==> src/rtl/ps2_pkg.sv <==
// Shared types and constants for the PS/2 byte receiver.
package ps2_pkg;

  typedef enum logic [1:0] {
    IDLE   = 2'd0,
    DATA   = 2'd1,
    PARITY = 2'd2,
    STOP   = 2'd3
  } ps2_state_t;

  localparam logic [7:0] PS2_BREAK_CODE      = 8'hF0;
  localparam int         PS2_DEFAULT_TIMEOUT = 50000;

  // PS/2 frames use odd parity over the data byte plus the parity bit.
  function automatic logic odd_parity_ok(input logic [7:0] data, input logic parity);
    return ^{data, parity};
  endfunction

endpackage

==> src/rtl/ps2_sync_edge.sv <==
// Multi-stage synchronizer plus falling-edge detector for the PS/2 lines.
// Every flop resets to 1 so an idle bus never produces a spurious edge.
module ps2_sync_edge #(
  parameter int WIDTH       = 2,
  parameter int SYNC_STAGES = 2
) (
  input  logic             clock,
  input  logic             reset_signal,
  input  logic [WIDTH-1:0] async_in,
  output logic [WIDTH-1:0] sync,
  output logic [WIDTH-1:0] fall
);

  logic [WIDTH-1:0] stages [SYNC_STAGES];
  logic [WIDTH-1:0] prev;

  // Synchronizer chain and previous-value register.
  always_ff @(posedge clock) begin
    if (reset_signal) begin
      for (int i = 0; i < SYNC_STAGES; i++) begin
        stages[i] <= '1;
      end
      prev <= '1;
    end else begin
      stages[0] <= async_in;
      for (int i = 1; i < SYNC_STAGES; i++) begin
        stages[i] <= stages[i-1];
      end
      prev <= stages[SYNC_STAGES-1];
    end
  end

  assign sync = stages[SYNC_STAGES-1];
  assign fall = prev & ~stages[SYNC_STAGES-1];

endmodule

==> src/rtl/ps2_byte_receiver.sv <==
// PS/2 keyboard byte receiver: start, 8 data bits LSB first, odd parity, stop.
// Optional key-release filtering is enabled with macro PS2_BREAK_FILTER_EN.
module ps2_byte_receiver
  import ps2_pkg::*;
#(
  parameter int TIMEOUT_CYCLES = PS2_DEFAULT_TIMEOUT,
  parameter int SYNC_STAGES    = 2
) (
  input  logic       clock,
  input  logic       reset_signal,
  input  logic       ps2_clk,
  input  logic       ps2_data,
  output logic [7:0] rx_byte,
  output logic       rx_valid,
  output logic       parity_error,
  output logic       frame_error
);

  localparam int              TW           = $clog2(TIMEOUT_CYCLES + 1);
  localparam logic [TW-1:0]   TIMEOUT_LAST = TW'(TIMEOUT_CYCLES - 1);

  logic [1:0]    line_sync;
  logic [1:0]    line_fall;
  logic          clk_fall;
  logic          data_bit;
  logic          unused_lines;

  ps2_state_t    state, state_next;
  logic [2:0]    bit_count, bit_count_next;
  logic [TW-1:0] timeout_count, timeout_next;
  logic [7:0]    shift_reg, shift_next;
  logic          parity_bit, parity_next;
  logic [7:0]    rx_byte_next;
  logic          valid_next, perr_next, ferr_next;
`ifdef PS2_BREAK_FILTER_EN
  logic          break_pending, pending_next;
`endif

  ps2_sync_edge #(
    .WIDTH       (2),
    .SYNC_STAGES (SYNC_STAGES)
  ) u_sync_edge (
    .clock        (clock),
    .reset_signal (reset_signal),
    .async_in     ({ps2_clk, ps2_data}),
    .sync         (line_sync),
    .fall         (line_fall)
  );

  assign clk_fall     = line_fall[1];
  assign data_bit     = line_sync[0];
  assign unused_lines = line_sync[1] ^ line_fall[0];

  // Next-state, datapath and pulse decode.
  always_comb begin
    state_next     = state;
    bit_count_next = bit_count;
    timeout_next   = timeout_count;
    shift_next     = shift_reg;
    parity_next    = parity_bit;
    rx_byte_next   = rx_byte;
    valid_next     = 1'b0;
    perr_next      = 1'b0;
    ferr_next      = 1'b0;
`ifdef PS2_BREAK_FILTER_EN
    pending_next   = break_pending;
`endif

    if (state == IDLE) begin
      timeout_next = '0;
      if (clk_fall && !data_bit) begin
        state_next     = DATA;
        bit_count_next = 3'd0;
      end else begin
        ferr_next = clk_fall;
      end
    end else if (!clk_fall) begin
      // Stalled frame: give up and discard whatever was shifted in.
      if (timeout_count == TIMEOUT_LAST) begin
        ferr_next      = 1'b1;
        state_next     = IDLE;
        bit_count_next = 3'd0;
        timeout_next   = '0;
        shift_next     = 8'h00;
      end else begin
        timeout_next = timeout_count + TW'(1);
      end
    end else begin
      timeout_next = '0;
      case (state)
        DATA: begin
          shift_next     = {data_bit, shift_reg[7:1]};
          bit_count_next = bit_count + 3'd1;
          if (bit_count == 3'd7) begin
            state_next = PARITY;
          end else begin
            state_next = DATA;
          end
        end
        PARITY: begin
          parity_next = data_bit;
          state_next  = STOP;
        end
        STOP: begin
          state_next     = IDLE;
          bit_count_next = 3'd0;
          if (!data_bit) begin
            ferr_next = 1'b1;
          end else if (!odd_parity_ok(shift_reg, parity_bit)) begin
            perr_next = 1'b1;
          end else begin
`ifdef PS2_BREAK_FILTER_EN
            if (break_pending) begin
              pending_next = 1'b0;
            end else if (shift_reg == PS2_BREAK_CODE) begin
              pending_next = 1'b1;
            end else begin
              rx_byte_next = shift_reg;
              valid_next   = 1'b1;
            end
`else
            rx_byte_next = shift_reg;
            valid_next   = 1'b1;
`endif
          end
        end
        default: begin
          state_next = IDLE;
        end
      endcase
    end

`ifdef PS2_BREAK_FILTER_EN
    pending_next = pending_next & ~(perr_next | ferr_next);
`endif
  end

  // State, datapath and registered output pulses.
  always_ff @(posedge clock) begin
    if (reset_signal) begin
      state         <= IDLE;
      bit_count     <= 3'd0;
      timeout_count <= '0;
      shift_reg     <= 8'h00;
      parity_bit    <= 1'b0;
      rx_byte       <= 8'h00;
      rx_valid      <= 1'b0;
      parity_error  <= 1'b0;
      frame_error   <= 1'b0;
`ifdef PS2_BREAK_FILTER_EN
      break_pending <= 1'b0;
`endif
    end else begin
      state         <= state_next;
      bit_count     <= bit_count_next;
      timeout_count <= timeout_next;
      shift_reg     <= shift_next;
      parity_bit    <= parity_next;
      rx_byte       <= rx_byte_next;
      rx_valid      <= valid_next;
      parity_error  <= perr_next;
      frame_error   <= ferr_next;
`ifdef PS2_BREAK_FILTER_EN
      break_pending <= pending_next;
`endif
    end
  end

endmodule
==> config.mk <==
export PLATFORM = sky130hd
export DESIGN_NAME = ps2_byte_receiver
export DESIGN_NICKNAME = d
export VERILOG_FILES = /design/src/rtl/ps2_pkg.sv /design/src/rtl/ps2_sync_edge.sv /design/src/rtl/ps2_byte_receiver.sv
export SDC_FILE = /design/constraint.sdc
export NUM_CORES = 1
export LEC_CHECK = 0
export CORE_MARGIN = 2
export CORE_UTILIZATION = 25
export CTS_CLUSTER_DIAMETER = 40
export DETAILED_ROUTE_END_ITERATION = 8
export GPL_TIMING_DRIVEN = 0
export PLACE_DENSITY_LB_ADDON = 0.12
export SETUP_SLACK_MARGIN = 0.15
export SYNTH_ARGS = -nofsm -noshare
export SYNTH_HDL_FRONTEND = slang
export SYNTH_HIERARCHICAL = 1
export SYNTH_SLANG_ARGS = --single-unit
==> constraint.sdc <==
create_clock -name clock -period 2.17 [get_ports clock]
set_input_delay 0.651 -clock clock [delete_from_list [all_inputs] [get_ports clock]]
set_output_delay 0.651 -clock clock [all_outputs]
set_load 0.02 [all_outputs]
==> results.py, run 1 <==
metrics = {
    "run_status": {
        "status": "finished, final reports clean",
    },
    "critical_path": {
        "slowest_delay_ps": 610,
        "cp_num_buf_inv": 1,
        "critical_path_class": "flop to output port",
        "cp.required_ps": 1520,
        "worstPathCellList": "clkdlybuf4s50_1",
        "reg2reg_slack_ps": 310,
        "r2r-start": "timeout_count[6]",
        "cp.arrival_ps": 1270,
        "crit_family": "buffers and inverters",
        "critical-path-slowest-cell": "clkdlybuf4s50_1",
        "cp_max_fo": 3,
        "setup.worst_path.start_class": "flop",
        "endpoint_kind": "output port",
        "r2r_end": "shift_reg[1]",
        "r2r_cells": 6,
    },
    "clocking": {
        "htree_levels": 2,
        "clkSinkCount": 46,
        "clk_latency_ps": 300,
        "hold_buffers": 0,
        "cts_made_buffers": 5,
        "clock_path_buffers": 2,
        "clkTransAtPathRegs_ps": 100,
        "cts_tree": "yes",
        "cts-root-buf": "clkbuf_8",
    },
    "cells_and_area": {
        "fillers": 843,
        "syn_to_final_growth_pct": 22.45,
        "diodes": 0,
        "largest_register_ffs": 16,
        "drive_above_1_share_pct": 10.04,
        "final_nets": 250,
    },
    "placement": {
        "io_buffers": 14,
        "dp_slack_ps": -313.6,
        "place.gp.congestion": 0.7121,
        "hpwl_mm": 2.729,
    },
    "routing": {
        "drt-initial-drc-count": 47,
        "via_count": 1505,
        "via_per_inst": 4.413,
        "ant_nets": 0,
        "wl_per_cell_um": 11.97,
        "firstDrtPassIters": 4,
        "drcViolationCount": 0,
        "routed_wirelength_mm": 4.081,
    },
    "synth": {
        "synth_cells": 216,
        "syn_nets": 228,
        "syn_avg_cell_area_um2": 9.442,
        "synth_warnings": 6,
        "syn_area_um2": 2039,
    },
    "timing": {
        "grt_setup_unrepaired": "no",
        "setup_tns_ps": 0,
        "hold_viol": 0,
        "worst_pin_slew_ps": 381.4,
        "fin_crit_ps": 1919,
        "relSlewSlack_pct": 74.46,
        "finalCritPeriodShare_pct": 88.43,
        "hold_slack_ps": 400.1,
        "drv_slew": 0,
        "fmaxAchievable_ghz": 0.5211,
        "worst_slack_ps": 251.0,
        "setup_viol": 0,
        "clock_skew_ps": 12.53,
    },
    "power_and_ir_drop": {
        "power.density_nw_per_um2": 622.8,
        "p_switching_uw": 336.9,
        "clock_power_share_pct": 41.9,
        "vdd_drop_max_uv": 224.3,
        "p_leak_uw": 0.0008142,
        "sw_frac_of_total_pct": 21.66,
        "p_int_uw": 1218,
        "p_seq_share_pct": 54.9,
        "comb_power_share_pct": 3.2,
    },
    "worst_hold_path": {
        "min-delay-start": "u_sync_edge/stages[0][0]",
        "holdPathEnd": "u_sync_edge/stages[0][2]",
        "hold-path-cell-count": 1,
        "worstHoldPathType": "flop to flop",
    },
    "job": {
        "maxCapViolations": 0,
    },
    "grt": {
        "grt_pass1_vias": 1495,
        "grt_remaining_overflow": 0,
        "grt_util_all_layers_pct": 10.12,
        "antenna_found_initial": 0,
        "grt_first_pass_wirelength_mm": 7.086,
        "grt_max_degree": 15,
    },
    "floorplanning": {
        "die_width_um": 94.32,
        "fp.dieH_um": 94.32,
        "start_util_pct": 26.12,
        "die_area_um2": 8896,
        "ios": 15,
        "rows": 32,
        "core_um2": 7807,
    },
}
==> power groups by stage <==
stage	Combinational (uW)	Clock, uW	Sequential [uW]
floorplan	23.4	0	876
global placement	47.0	0	873
detailed placement	46.8	0	873
CTS	47.7	683	854
global route	54.7	713	855
finish	49.7	652	853
==> worst max-delay path by stage <==
stage / slack [ps] / cells past startpoint / from / to
finish: 250 / 1 / rx_byte[7] / rx_byte[7]
global route: 110 / 6 / timeout_count[6] / shift_reg[1]
CTS: 170 / 4 / reset_signal / bit_count[1]
detailed placement: -310 / 4 / reset_signal / frame_error
global placement: -360 / 4 / reset_signal / frame_error
floorplan: 460 / 7 / timeout_count[0] / shift_reg[0]
==> routing by layer <==
metal  up-vias  wire, um  GRT usage (%)
li1        779         -              -
met5         -         0              0
met4         0        89          4.589
met1       696      2148          14.41
met3         8       131          2.488
met2        22      1711          14.35
==> cells in the final DEF, fill, tap and decap left out, types with 2 or more instances in the layout <==
cell	count
a21oi_1	8
a22oi_1	8
and2_1	4
and3_1	3
and4_1	2
buf_4	2
clkbuf_1	3
clkbuf_2	5
clkbuf_8	5
clkdlybuf4s50_1	14
dfxtp_1	46
ha_1	8
inv_1	4
mux2i_1	8
nand2_1	11
nand2b_1	16
nand3_1	4
nand4_1	5
nor2_1	29
nor2b_1	3
nor2b_4	2
nor4bb_4	2
o21ai_0	2
o21ai_1	3
or2_1	5
or3_1	3
xnor2_1	10
xor2_1	9
==> layout make-up <==
| class | instances | area [um^2] | share of cell area (%) |
|---|---|---|---|
| plain buffers | 9 | 51.30 | 2.054 |
| clock buffers | 6 | 72.57 | 2.906 |
| clock inverters | 2 | 37.54 | 1.503 |
| inverters | 4 | 15.01 | 0.6012 |
| multi-input cells | 157 | 1125 | 45.04 |
| flip-flops and latches | 46 | 920.9 | 36.87 |
| well taps | 102 | 127.6 | 5.110 |
| repair buffers | 15 | 147.6 | 5.912 |
==> through the flow <==
step,cell area (um^2),std cells,util [%],total power [uW]
global placement,2307,332,29.55,920.2
global route,2497,341,31.99,1623
finish,2497,341,31.99,1555
CTS,2444,340,31.30,1585
floorplan,2039,216,-,899.1
detailed placement,2307,332,29.55,919.8
==> what timing repair did <==
item | in CTS | in global routing
endpoints found under the setup margin | 24 | 18
pin swaps | 0 | 1
resized for setup | 7 | 11
buffers inserted | 0 | 1
Note: power is estimated with default switching activity, not from simulation.
==> run 2: changes to the inputs <==
- CAP_MARGIN: default -> 20
- SETUP_SLACK_MARGIN: 0.15 -> default
==> run 2 against run 1 <==
Against the previous run: global-route usage is 0.067 points lower; first-iteration DRC count rose by 11%; worst hold slack worse by 3.6 ps; non-clock buffer count shrank 3; critical path type is now input pin to flop; largest power group unchanged.
==> results.py, run 2 (synthesis results as in run 1) <==
metrics = {
    "floorplanning": {
        "die_area_um2": 8896,
        "ios": 15,
        "core_um2": 7807,
        "start_util_pct": 26.12,
        "rows": 32,
        "fp.dieH_um": 94.32,
        "die_width_um": 94.32,
    },
    "clocking": {
        "cts-resized-gates": 0,
        "postCtsSetupBuffers": 0,
        "cts-root-buf": "clkbuf_8",
        "cts_tree": "yes",
        "cts_made_buffers": 5,
        "clk_latency_ps": 300,
        "clock_path_buffers": 2,
        "clkTransAtPathRegs_ps": 100,
        "hold_buffers": 0,
        "htree_levels": 2,
        "clkSinkCount": 46,
    },
    "job": {
        "maxCapViolations": 0,
    },
    "worst_hold_path": {
        "min-delay-start": "u_sync_edge/stages[0][0]",
        "worstHoldPathType": "flop to flop",
    },
    "grt": {
        "grt_max_degree": 15,
        "antenna_found_initial": 0,
        "grt_remaining_overflow": 0,
        "grt_pass1_vias": 1486,
        "grt_util_all_layers_pct": 10.05,
        "grt_first_pass_wirelength_mm": 7.044,
    },
    "critical_path": {
        "reg2reg_slack_ps": 230,
        "worstPathCellList": "clkdlybuf4s50_1, clkbuf_1, clkbuf_2, nor2_1",
        "cp.arrival_ps": 2170,
        "setup.worst_path.start_class": "input pin",
        "slowest_delay_ps": 670,
        "setup.worst_path.end": "frame_error",
        "r2r_cells": 6,
        "critical-path-slowest-cell": "clkdlybuf4s50_1",
        "cp_max_fo": 11,
        "r2r-start": "timeout_count[9]",
        "cp-startpoint": "reset_signal",
        "endpoint_kind": "flop",
        "cp.required_ps": 2360,
        "critical_path_class": "input pin to flop",
        "r2r_end": "shift_reg[7]",
    },
    "timing": {
        "worst_pin_slew_ps": 505.9,
        "fmaxAchievable_ghz": 0.5042,
        "setup_viol": 0,
        "hold_viol": 0,
        "drv_slew": 0,
        "finalCritPeriodShare_pct": 91.39,
        "clock_skew_ps": 15.59,
        "relSlewSlack_pct": 66.19,
        "fin_crit_ps": 1983,
    },
    "power_and_ir_drop": {
        "comb_power_share_pct": 3.0,
        "vdd_drop_max_uv": 228.0,
        "p_int_uw": 1217,
        "sw_frac_of_total_pct": 21.75,
        "clock_power_share_pct": 42.1,
        "p_leak_uw": 0.0007949,
        "power.density_nw_per_um2": 636.6,
        "p_switching_uw": 338.2,
        "p_seq_share_pct": 54.9,
        "finalPower_uw": 1555,
    },
    "cells_and_area": {
        "drive_above_1_share_pct": 7.627,
        "multi_input_area_um2": 1090,
        "largest_register_ffs": 16,
        "syn_to_final_growth_pct": 19.75,
        "diodes": 0,
        "design_area_um2": 2442,
        "final_nets": 247,
        "fin_cells": 338,
        "final_common_cell": "dfxtp_1",
        "final_util_pct": 31.28,
        "final_cell_mix": "dfxtp_1 (46), nor2_1 (29), nand2b_1 (16), clkdlybuf4s50_1 (14), nand2_1 (11)",
        "regArea_um2": 920.9,
        "fillers": 848,
    },
    "placement": {
        "placedInstanceArea_um2": 2307,
        "hpwl_mm": 2.729,
        "post-place-cells": 332,
        "place.gp.congestion": 0.7121,
        "io_buffers": 14,
    },
    "run_status": {
        "status": "finished, final reports clean",
    },
    "routing": {
        "firstDrtPassIters": 4,
        "drt-initial-drc-count": 52,
        "via_count": 1477,
        "wl_per_cell_um": 11.83,
        "routed_wirelength_mm": 3.999,
        "ant_nets": 0,
        "via_per_inst": 4.370,
        "drcViolationCount": 0,
    },
}
[run 2: cell types whose count changed in the layout (fill, tap and decap cells not counted), sizes merged]
cell	change
buf	-1
clkbuf	-2
[run 2: worst min-delay path by stage]
stage                                to  slack [ps]  cells after the start
3_5_place_dp   u_sync_edge/stages[0][2]         400                      1
5_1_grt        u_sync_edge/stages[0][2]         420                      1
2_1_floorplan  u_sync_edge/stages[0][2]         380                      1
3_3_place_gp   u_sync_edge/stages[0][2]         400                      1
4_1_cts        u_sync_edge/stages[0][2]         410                      1
6_report       u_sync_edge/stages[0][2]         400                      1
[run 2: area by class of cell]
cell class                 count  area share (%)
tap                          102           5.225
buffer                         7           1.588
clock buffer                   6           2.971
inverter                       4          0.6148
multi-input combinational    157           44.62
sequential                    46           37.70
timing repair buffer          14           5.738
clock inverter                 2           1.537
[run 2: power by group through the flow]
| stage | registers, uW | logic (uW) | clock network [uW] |
|---|---|---|---|
| after floorplan | 876 | 23.4 | 0 |
| after global placement | 873 | 47.0 | 0 |
| after detailed placement | 873 | 46.8 | 0 |
| after CTS | 854 | 46.9 | 683 |
| after global routing | 855 | 52.0 | 713 |
| final | 853 | 46.9 | 655 |
[run 2: worst max-delay path, delay by kind of cell]
kind / cells / cell delay (ps)
buffers and inverters: 3 / 1430
AND/OR/NAND/NOR: 1 / 90
[run 2: routing by layer]
| metal | vias to the layer above | GRT usage, % | wire [um] |
|---|---|---|---|
| li1 | 769 | - | - |
| met1 | 688 | 14.55 | 2156 |
| met2 | 18 | 14.40 | 1700 |
| met3 | 2 | 2.247 | 104 |
| met4 | 0 | 3.986 | 38 |
| met5 | - | 0 | 0 |
[run 2: metrics by stage]
stage / TNS [ps] / hold WS [ps] / setup WS (ps)
final: 0 / 396.5 / 186.7
after CTS: 0 / 407.7 / 6.037
after detailed placement: -4646 / 401.6 / -313.6
after global placement: -4786 / 398.2 / -359.2
after floorplan: 0 / 383.2 / 456.9
after global routing: -18.52 / 424.7 / -13.95
==> run 3: changes to the inputs <==
- ABC_AREA: default -> 1
- CELL_PAD_IN_SITES_DETAIL_PLACEMENT: default -> 1
- CELL_PAD_IN_SITES_GLOBAL_PLACEMENT: default -> 1
- GPL_TIMING_DRIVEN: 0 -> default
==> run 3 against run 2 <==
Against the previous run: power down 5.9%; synthesized area is 17% higher; worst hold slack better by 22 ps; critical path type is now flop to output port; combinational power down 11%; maximum frequency grew 3.7%; sequential share of layout area shrank 4.4 points; via count rose by 39%; sequential power about the same; cell count is 49% higher.
==> results.py, run 3 <==
metrics = {
    "timing": {
        "setup_viol": 0,
        "hold_viol": 0,
        "finalCritPeriodShare_pct": 88.13,
        "hold_slack_ps": 418.9,
        "worst_slack_ps": 257.6,
        "fin_crit_ps": 1912,
        "relSlewSlack_pct": 67.55,
        "fmaxAchievable_ghz": 0.5229,
        "drv_slew": 0,
        "setup_tns_ps": 0,
        "worst_pin_slew_ps": 484.4,
        "grt_setup_unrepaired": "no",
        "clock_skew_ps": 16.59,
    },
    "cells_and_area": {
        "drive_above_1_share_pct": 10.16,
        "final_nets": 385,
        "fin_cells": 503,
        "largest_register_ffs": 16,
        "final_cell_mix": "nand2_1 (90), inv_1 (65), nor2_1 (46), dfxtp_1 (46), nand3_1 (17)",
        "final_util_pct": 29.94,
        "diodes": 0,
        "final_common_cell": "nand2_1",
        "syn_to_final_growth_pct": 16.37,
        "regArea_um2": 920.9,
        "multi_input_area_um2": 1141,
        "fillers": 1169,
    },
    "synth": {
        "synth_warnings": 6,
        "syn_nets": 366,
        "synth_cells": 354,
        "syn_avg_cell_area_um2": 6.715,
        "syn_area_um2": 2377,
    },
    "clocking": {
        "cts_tree": "yes",
        "cts_made_buffers": 5,
        "hold_buffers": 0,
        "postCtsSetupBuffers": 0,
        "clock_path_buffers": 2,
        "clk_latency_ps": 310,
        "clkTransAtPathRegs_ps": 90,
        "cts-resized-gates": 0,
        "htree_levels": 2,
        "cts-root-buf": "clkbuf_8",
        "clkSinkCount": 46,
    },
    "floorplanning": {
        "die_width_um": 101.5,
        "rows": 35,
        "ios": 15,
        "fp.dieH_um": 101.5,
        "die_area_um2": 10310,
        "start_util_pct": 25.73,
        "core_um2": 9240,
    },
    "routing": {
        "drt-initial-drc-count": 44,
        "wl_per_cell_um": 10.81,
        "firstDrtPassIters": 4,
        "routed_wirelength_mm": 5.435,
        "via_count": 2048,
        "via_per_inst": 4.072,
        "drcViolationCount": 0,
        "ant_nets": 0,
    },
    "grt": {
        "grt_use_met2_pct": 18.32,
        "grt_max_degree": 17,
        "grt_remaining_overflow": 0,
        "grt_first_pass_wirelength_mm": 9.466,
        "grt_util_all_layers_pct": 11.42,
        "grt.met3_usage_pct": 2.070,
        "grtUsageMet1_pct": 15.47,
        "busiest_layer": "met2",
        "grt_pass1_vias": 2026,
        "antenna_found_initial": 0,
    },
    "critical_path": {
        "endpoint_kind": "output port",
        "critical_path_class": "flop to output port",
        "cp.arrival_ps": 1260,
        "setup.worst_path.start_class": "flop",
        "worstPathCellList": "clkdlybuf4s50_1",
        "cp_max_fo": 2,
        "cp.required_ps": 1520,
        "slowest_delay_ps": 610,
        "critical-path-slowest-cell": "clkdlybuf4s50_1",
        "cp_num_buf_inv": 1,
        "crit_family": "buffers and inverters",
    },
    "placement": {
        "dp_slack_ps": 318.8,
        "place.gp.congestion": 0.7236,
        "post-place-cells": 495,
        "hpwl_mm": 4.135,
        "io_buffers": 14,
    },
    "job": {
        "maxCapViolations": 0,
    },
    "worst_hold_path": {
        "worstHoldPathType": "flop to flop",
    },
    "run_status": {
        "status": "finished, final reports clean",
    },
    "power_and_ir_drop": {
        "power.density_nw_per_um2": 528.7,
        "p_leak_uw": 0.001238,
        "vdd_drop_max_uv": 209.7,
    },
}
-- run 3: metrics by stage --
| stage | area [um^2] | total power, uW |
|---|---|---|
| after floorplan | 2377 | 894.5 |
| after global placement | 2673 | 913.7 |
| after detailed placement | 2673 | 913.2 |
| after CTS | 2766 | 1500 |
| after global routing | 2766 | 1530 |
| final | 2766 | 1462 |
-- run 3: cell type report --
| type | count | share of cell area (%) |
|---|---|---|
| clock inverter | 3 | 0.9046 |
| clock buffer | 5 | 2.488 |
| timing repair buffer | 18 | 6.151 |
| sequential | 46 | 33.29 |
| multi-input combinational | 228 | 41.25 |
| inverter | 74 | 10.09 |
| tap | 129 | 5.834 |
-- run 3: final timing paths --
check,start,endpoint,slack (ps),depth (start not counted)
max,rx_byte[6],rx_byte[6],260,1
min,u_sync_edge/stages[0][1],u_sync_edge/stages[0][3],420,2
max reg2reg,state[0],bit_count[2],340,11
min reg2reg,u_sync_edge/stages[0][1],u_sync_edge/stages[0][3],420,2
-- run 3: report_power, final --
group	total, uW	switching, uW	internal, uW
clock	570	337	233
sequential	851	2.31	848
combinational	41.6	26.2	15.4
-- run 3: metal layers --
layer	wire [um]	vias up
met1	2866	925
met2	2402	13
met4	72	0
li1	-	1104
met3	94	6
met5	0	-
